<file path="src/rtl/axi_req_tag_arbiter_pkg.sv">
// Shared types and widths for the AXI request/tag arbiter on the TX path.
package axi_req_tag_arbiter_pkg;

  localparam int unsigned ID_WIDTH                 = 4;
  localparam int unsigned TAG_WIDTH                = 8;
  localparam int unsigned LEN_WIDTH                = 8;
  localparam int unsigned REQUESTER_RECORDER_WIDTH = ID_WIDTH + 1;
  localparam int unsigned REQUESTER_RECORDER_DEPTH = 1 << TAG_WIDTH;
  localparam int unsigned REC_WIDTH                = REQUESTER_RECORDER_WIDTH;
  localparam int unsigned CNT_WIDTH                = TAG_WIDTH + 1;

  typedef enum logic [1:0] {
    ARB_IDLE,
    ARB_HDR,
    ARB_WDATA
  } arb_state_t;

  typedef enum logic {
    DIR_READ,
    DIR_WRITE
  } req_dir_t;

  // Requester recorder entry: direction plus the originating AxID.
  typedef struct packed {
    logic                is_write;
    logic [ID_WIDTH-1:0] id;
  } rec_entry_t;

endpackage

</file>
<file path="src/rtl/axi_req_tag_arbiter_tag_free_pool.sv">
// Free-tag pool: one bit per PCIe tag, lowest-index allocation, free count
// and a sticky error for releasing a tag that is already free.
module tag_free_pool
  import axi_req_tag_arbiter_pkg::*;
(
  input  logic                 clk,
  input  logic                 rst_n,
  input  logic                 alloc,
  input  logic                 rel,
  input  logic [TAG_WIDTH-1:0] rel_tag,
  output logic [TAG_WIDTH-1:0] free_tag_c,
  output logic [CNT_WIDTH-1:0] count,
  output logic                 err
);

  logic [REQUESTER_RECORDER_DEPTH-1:0] free_vec;
  logic                                rel_ok;
  logic                                rel_dup;
  logic                                alloc_ok;

  // Priority encoder: lowest set bit of the free vector wins.
  always_comb begin
    free_tag_c = '0;
    for (int i = int'(REQUESTER_RECORDER_DEPTH) - 1; i >= 0; i--) begin
      if (free_vec[i]) free_tag_c = TAG_WIDTH'(i);
    end
  end

  assign rel_ok   = rel && !free_vec[rel_tag];
  assign rel_dup  = rel && free_vec[rel_tag];
  assign alloc_ok = alloc && (count != '0);

  // Allocated tag is always free and a valid release is always busy, so the
  // two bit updates never target the same index.
  always_ff @(posedge clk) begin
    if (!rst_n) begin
      free_vec <= '1;
      count    <= CNT_WIDTH'(REQUESTER_RECORDER_DEPTH);
      err      <= 1'b0;
    end else begin
      if (alloc_ok) free_vec[free_tag_c] <= 1'b0;
      if (rel_ok)   free_vec[rel_tag]    <= 1'b1;
      if (rel_dup)  err                  <= 1'b1;
      count <= count + CNT_WIDTH'(rel_ok) - CNT_WIDTH'(alloc_ok);
    end
  end

endmodule

</file>
<file path="src/rtl/axi_req_tag_arbiter.sv">
// Round-robin write/read request arbiter with PCIe tag allocation,
// requester recording and W-beat sequencing for the TLP builder.
module axi_req_tag_arbiter
  import axi_req_tag_arbiter_pkg::*;
(
  input  logic                 ACLK,
  input  logic                 ARESETn,
  input  logic                 aw_empty,
  input  logic [ID_WIDTH-1:0]  aw_id,
  input  logic [LEN_WIDTH-1:0] aw_len,
  input  logic                 aw_posted,
  output logic                 aw_pop,
  input  logic                 w_empty,
  output logic                 w_pop,
  input  logic                 ar_empty,
  input  logic [ID_WIDTH-1:0]  ar_id,
  output logic                 ar_pop,
  output logic                 tlp_hdr_valid,
  output logic                 tlp_data_valid,
  input  logic                 tlp_ready,
  output logic                 tlp_is_write,
  output logic [TAG_WIDTH-1:0] tlp_tag,
  output logic [ID_WIDTH-1:0]  tlp_id,
  output logic                 rec_wr_en,
  output logic [TAG_WIDTH-1:0] rec_addr,
  output logic [REC_WIDTH-1:0] rec_data,
  input  logic                 tag_release,
  input  logic [TAG_WIDTH-1:0] tag_release_tag,
  output logic [CNT_WIDTH-1:0] free_tag_count,
  output logic                 tag_err
);

  arb_state_t           state;
  req_dir_t             rr_last;
  logic [LEN_WIDTH-1:0] beat_cnt;
  logic                 wr_req;
  logic                 rd_req;
  logic                 grant_w;
  logic                 grant_r;
  logic                 alloc;
  logic [TAG_WIDTH-1:0] free_tag;
  rec_entry_t           rec_entry;

  tag_free_pool u_pool (
    .clk        (ACLK),
    .rst_n      (ARESETn),
    .alloc      (alloc),
    .rel        (tag_release),
    .rel_tag    (tag_release_tag),
    .free_tag_c (free_tag),
    .count      (free_tag_count),
    .err        (tag_err)
  );

  // Grant decision, FIFO pops and recorder write happen in the IDLE cycle;
  // everything is gated by reset so nothing pops while it is asserted.
  always_comb begin
    wr_req         = !aw_empty && (aw_posted || free_tag_count != '0);
    rd_req         = !ar_empty && (free_tag_count != '0);
    grant_w        = 1'b0;
    grant_r        = 1'b0;
    rec_wr_en      = 1'b0;
    rec_addr       = '0;
    rec_data       = '0;
    tlp_data_valid = 1'b0;
    w_pop          = 1'b0;
    if (ARESETn && state == ARB_IDLE) begin
      grant_w = wr_req && (!rd_req || rr_last == DIR_READ);
      grant_r = rd_req && !grant_w;
    end
    alloc              = grant_r || (grant_w && !aw_posted);
    rec_entry.is_write = grant_w;
    rec_entry.id       = grant_w ? aw_id : ar_id;
    if (alloc) begin
      rec_wr_en = 1'b1;
      rec_addr  = free_tag;
      rec_data  = rec_entry;
    end
    if (ARESETn && state == ARB_WDATA) begin
      tlp_data_valid = !w_empty;
      w_pop          = !w_empty && tlp_ready;
    end
    aw_pop = grant_w;
    ar_pop = grant_r;
  end

  // Request FSM with registered header fields and beat counter.
  always_ff @(posedge ACLK) begin
    if (!ARESETn) begin
      state         <= ARB_IDLE;
      rr_last       <= DIR_READ;
      beat_cnt      <= '0;
      tlp_hdr_valid <= 1'b0;
      tlp_is_write  <= 1'b0;
      tlp_tag       <= '0;
      tlp_id        <= '0;
    end else begin
      case (state)
        ARB_IDLE: begin
          if (grant_w || grant_r) begin
            state         <= ARB_HDR;
            tlp_hdr_valid <= 1'b1;
            tlp_is_write  <= grant_w;
            tlp_id        <= rec_entry.id;
            tlp_tag       <= alloc ? free_tag : '0;
            beat_cnt      <= grant_w ? aw_len : '0;
            rr_last       <= grant_w ? DIR_WRITE : DIR_READ;
          end
        end
        ARB_HDR: begin
          if (tlp_ready) begin
            tlp_hdr_valid <= 1'b0;
            state         <= tlp_is_write ? ARB_WDATA : ARB_IDLE;
          end
        end
        ARB_WDATA: begin
          if (w_pop) begin
            if (beat_cnt == '0) state <= ARB_IDLE;
            else                beat_cnt <= beat_cnt - LEN_WIDTH'(1);
          end
        end
        default: state <= ARB_IDLE;
      endcase
    end
  end

endmodule

</file>
<file path="config.mk">
export PLATFORM = sky130hd
export DESIGN_NAME = axi_req_tag_arbiter
export DESIGN_NICKNAME = d
export VERILOG_FILES = /design/src/rtl/axi_req_tag_arbiter_pkg.sv /design/src/rtl/axi_req_tag_arbiter_tag_free_pool.sv /design/src/rtl/axi_req_tag_arbiter.sv
export SDC_FILE = /design/constraint.sdc
export NUM_CORES = 1
export LEC_CHECK = 0
export ABC_AREA = 1
export CORE_AREA = 10 10 340 211
export CTS_CLUSTER_DIAMETER = 50
export DETAILED_ROUTE_END_ITERATION = 8
export DIE_AREA = 0 0 350 221
export HOLD_SLACK_MARGIN = 0.05
export PLACE_DENSITY = 0.42
export SLEW_MARGIN = 20
export SYNTH_ARGS = -nofsm -noshare
export SYNTH_HDL_FRONTEND = slang
export SYNTH_SLANG_ARGS = --single-unit
</file>
<file path="constraint.sdc">
create_clock -name ACLK -period 21.8 [get_ports ACLK]
set_input_delay 5.45 -clock ACLK [delete_from_list [all_inputs] [get_ports ACLK]]
set_output_delay 5.45 -clock ACLK [all_outputs]
set_load 0.05 [all_outputs]
</file>
==> run metrics <==
status=completed; Setup Viol. Count Final=0; Critical R2R Launch=u_pool.free_vec[254]; data required time of the worst path=16.35 ns; clock root cell=clkbuf_16; register area share after synthesis=29.82%; FF/Latch Area=5809 µm²; fin crit period=19.68 ns; Clock H-tree levels=2; cell mode on critical path=nand2_1; Syn Nets=3327; Yosys reg bits=290; post-DP HPWL=63790 µm; Synth Warn #=0; Cells after DPL=4091; number of synthesized flops with an enable pin=0; worst-path fanout max=3; power density over the cells=73.38 nW/µm²; post-synthesis xor/xnor area fraction=0.2249%; diode count=0; mux contribution to synthesized area=0%; CTS Buf Count=43; leakage power=10.01 nW; Max Root-Sink Buffers=3; Via density=5.582; r2r setup slk=6.58 ns; Skew-Pair Late Insertion Delay=0.60 ns; Synth Area in Compound Gates=15.17%; syn avg cell area=5.936 µm²; Area Growth Syn to Fin=17.48%; routability cong.=0.9149; I/O Buffers=73; Iteration-0 DRC Markers=2855; final worst setup slack=2.125 ns; die height=221 µm; Post-synth top flop=dfxtp_1; Routed met3 length=12340 µm; Worst Hold Launch=tlp_tag[3]; pin count of the biggest net entering global routing=212; Die ar.=77350 µm²; hold endpoint=tlp_tag[3]; via count=23.33k; Hold/Removal Path Class=flip-flop to flip-flop; Synth Area in Simple Gates=40.51%; area of the multi-input gates=11310 µm²; gr ovfl total=0; Hold Path Cell Cnt=2; Top Layer Used=met5; Reg2Reg Depth=259; share of cells above drive strength 1=6.120%; Startpoint Class=flip-flop; core area=65490 µm²; Sinks on Clock Net=290; NumNets Final=3330; Pre-antenna DRT Iters=6; crit path max-delay cell type=dfxtp_2; Filler cells=7069; crit share post-route=90.25%; async set-reset flop share out of synthesis=0%; Starting Density=29.73%; Finished Layout Cells=4179; WL per Instance=24.05 µm; RSZ-0062 raised after global routing=yes; wire length on met1=48060 µm; CP Capture Type=output pin; clk slew on worst S/H paths=0.06 ns; initial antenna violation count=6; met2 wire length=37320 µm; Synth Instances=3280; chip width=350 µm; final number of hold-violating endpoints=0; worst vdd ir=0.00006434 V; area share of fa/ha/maj cells after synthesis=1.002%; f_max=50.82 MHz; Post-Syn Area=19470 µm²; Final ANT Viol Nets=0; first-pass GRT wire length=143800 µm; fin. max-slew vios=0; I/O pin cnt=74; DRT Wirelength=100500 µm; Slew HR=19.22%; Setup WS pre-CTS=1.915 ns; skew final=0.01910 ns; Crit path largest cell delay=0.33 ns; DRC violations left=0; Yosys cell types=44; Worst EP arrival=14.23 ns; # hold bufs at CTS=0; CTS tree=done; vias in the first global route=20.70k; row count=73; Total GRT Usage=24.68%; largest family of logic cells by synthesized area=simple AND/OR/NAND/NOR gates; Max-Cap Viols=0; Crit Path Class=flip-flop to output pin; reg2reg end=u_pool.free_vec[59]; Worst Tran Pin Value=1.209 ns
==> metal layers <==
layer / GRT usage, % / vias to the layer above
met5: 0 / -
met4: 6.515 / 4
met3: 8.749 / 160
met2: 31.58 / 1219
met1: 37.43 / 11000
li1: - / 10950
==> final cells by class <==
| class | count | share of cell area (%) |
|---|---|---|
| clock inverter | 26 | 1.384 |
| timing repair buffer | 127 | 5.464 |
| sequential | 290 | 25.40 |
| tap | 862 | 4.715 |
| inverter | 508 | 8.347 |
| clock buffer | 53 | 5.229 |
| multi-input combinational | 2313 | 49.46 |
==> cells in the final DEF, fill, tap and decap left out, types with 5 or more instances in the layout <==
cell type and count:
nand2_1 830, nor4_1 67, xor2_1 5, a21oi_1 21, o221ai_1 12, nand4_1 81
o21ai_1 61, nor3_1 61, ha_1 14, nor2_4 16, nor2_1 134, nand2_2 6
a211oi_1 8, nor2_2 14, clkinv_2 8, nand2_4 6, inv_1 495, a22oi_1 12
clkbuf_16 45, o22ai_1 107, a221oi_1 9, nand3_1 540, dfxtp_1 287, o21ai_0 265
bufinv_16 6, a31oi_1 12, nand3_2 5, buf_4 47, inv_2 10, clkdlybuf4s50_1 71
clkinvlp_4 7
==> power by group <==
group | total [mW] | switching, mW | internal [mW]
Clock | 0.768 | 0.305 | 0.463
Combinational | 0.337 | 0.241 | 0.0958
Sequential | 0.573 | 0.0229 | 0.550
Total | 1.68 | 0.569 | 1.11
==> critical path: cells and delay by family (launching register included) <==
kind	cells	cell delay [ns]
buf+inv	3	0.29
simple gates	255	12.90
flops	1	0.33
==> per-stage QoR <==
step | TNS, ns | hold WS, ns | total power [mW] | instance area [µm²] | utilization, %
global placement | 0 | 0.4518 | 0.9076 | 21120 | 32.25
finish | 0 | 0.4647 | 1.678 | 22870 | 34.93
global route | -0.4929 | 0.4796 | 1.744 | 22870 | 34.93
detailed placement | 0 | 0.4587 | 0.9137 | 21150 | 32.30
floorplan | 0 | 0.4380 | 0.7927 | 19470 | -
CTS | 0 | 0.4677 | 1.680 | 22670 | 34.61
==> cell families (layout without fill, tap and decap cells) <==
family                   after synthesis  count (layout)
buffers and inverters                678             714
adder cells (fa/ha/maj)               15              15
flip-flops                           290             290
AND/OR/NAND/NOR                     1768            1769
AO/OA/AOI/OAI                        524             524
XOR/XNOR                               5               5
==> flip-flops by register name, indices dropped and copies added (netlist names) <==
register / cells
u_pool.err: 1
tlp_is_write: 1
u_pool.free_vec: 256
state: 2
beat_cnt: 8
tlp_hdr_valid: 1
tlp_id: 4
tlp_tag: 8
u_pool.count: 9
==> cells in the mapped netlist (2+ instances only) <==
library cell  count  share of area (%)
o31ai_1           4               0.15
a21oi_1          21               0.54
o221ai_1         12               0.54
clkinv_1          2              0.039
a211oi_1          8               0.31
buf_1            16               0.31
buf_4             2              0.077
o21ai_1          61                1.6
o22ai_1         107                3.4
dfxtp_1         290                 30
inv_1           500                9.6
inv_2             6               0.12
nand4_1          81                2.6
a22oi_1          12               0.46
nor2_8            2               0.21
nor2_4            4               0.23
nor2_1          160                3.1
a221oi_1          9               0.40
o21ai_0         265                6.8
a31o_2            2              0.090
xor2_1            5               0.22
nand3_1         547                 14
nand2_1         836                 16
buf_6             2               0.12
clkbuf_1        136                2.6
o211ai_1          4               0.15
nor3_1           61                1.6
nand2_4           4               0.23
nand2_2           3              0.096
o21bai_1          2              0.077
nor4_1           67                2.2
ha_1             14               0.90
buf_2            13               0.33
a31oi_1          12               0.39
==> worst max-delay path by stage <==
| stage | start | end | slack (ns) | cells past startpoint |
|---|---|---|---|---|
| after detailed placement | u_pool.free_vec[254] | rec_addr[0] | 1.91 | 258 |
| after CTS | u_pool.free_vec[254] | rec_addr[0] | 1.19 | 258 |
| after global routing | u_pool.free_vec[254] | rec_addr[0] | -0.49 | 258 |
| after floorplan | u_pool.free_vec[254] | rec_addr[0] | 4.67 | 257 |
| after global placement | u_pool.free_vec[254] | rec_addr[0] | 1.73 | 258 |
| final | u_pool.free_vec[254] | rec_addr[0] | 2.12 | 258 |
==> repair_timing <==
item                                    in CTS  in global routing
gates resized for setup                      0                 21
endpoints found under the setup margin       0                  1
buffers inserted                             0                  4
No activity file was read; power rests on OpenSTA's default activity.
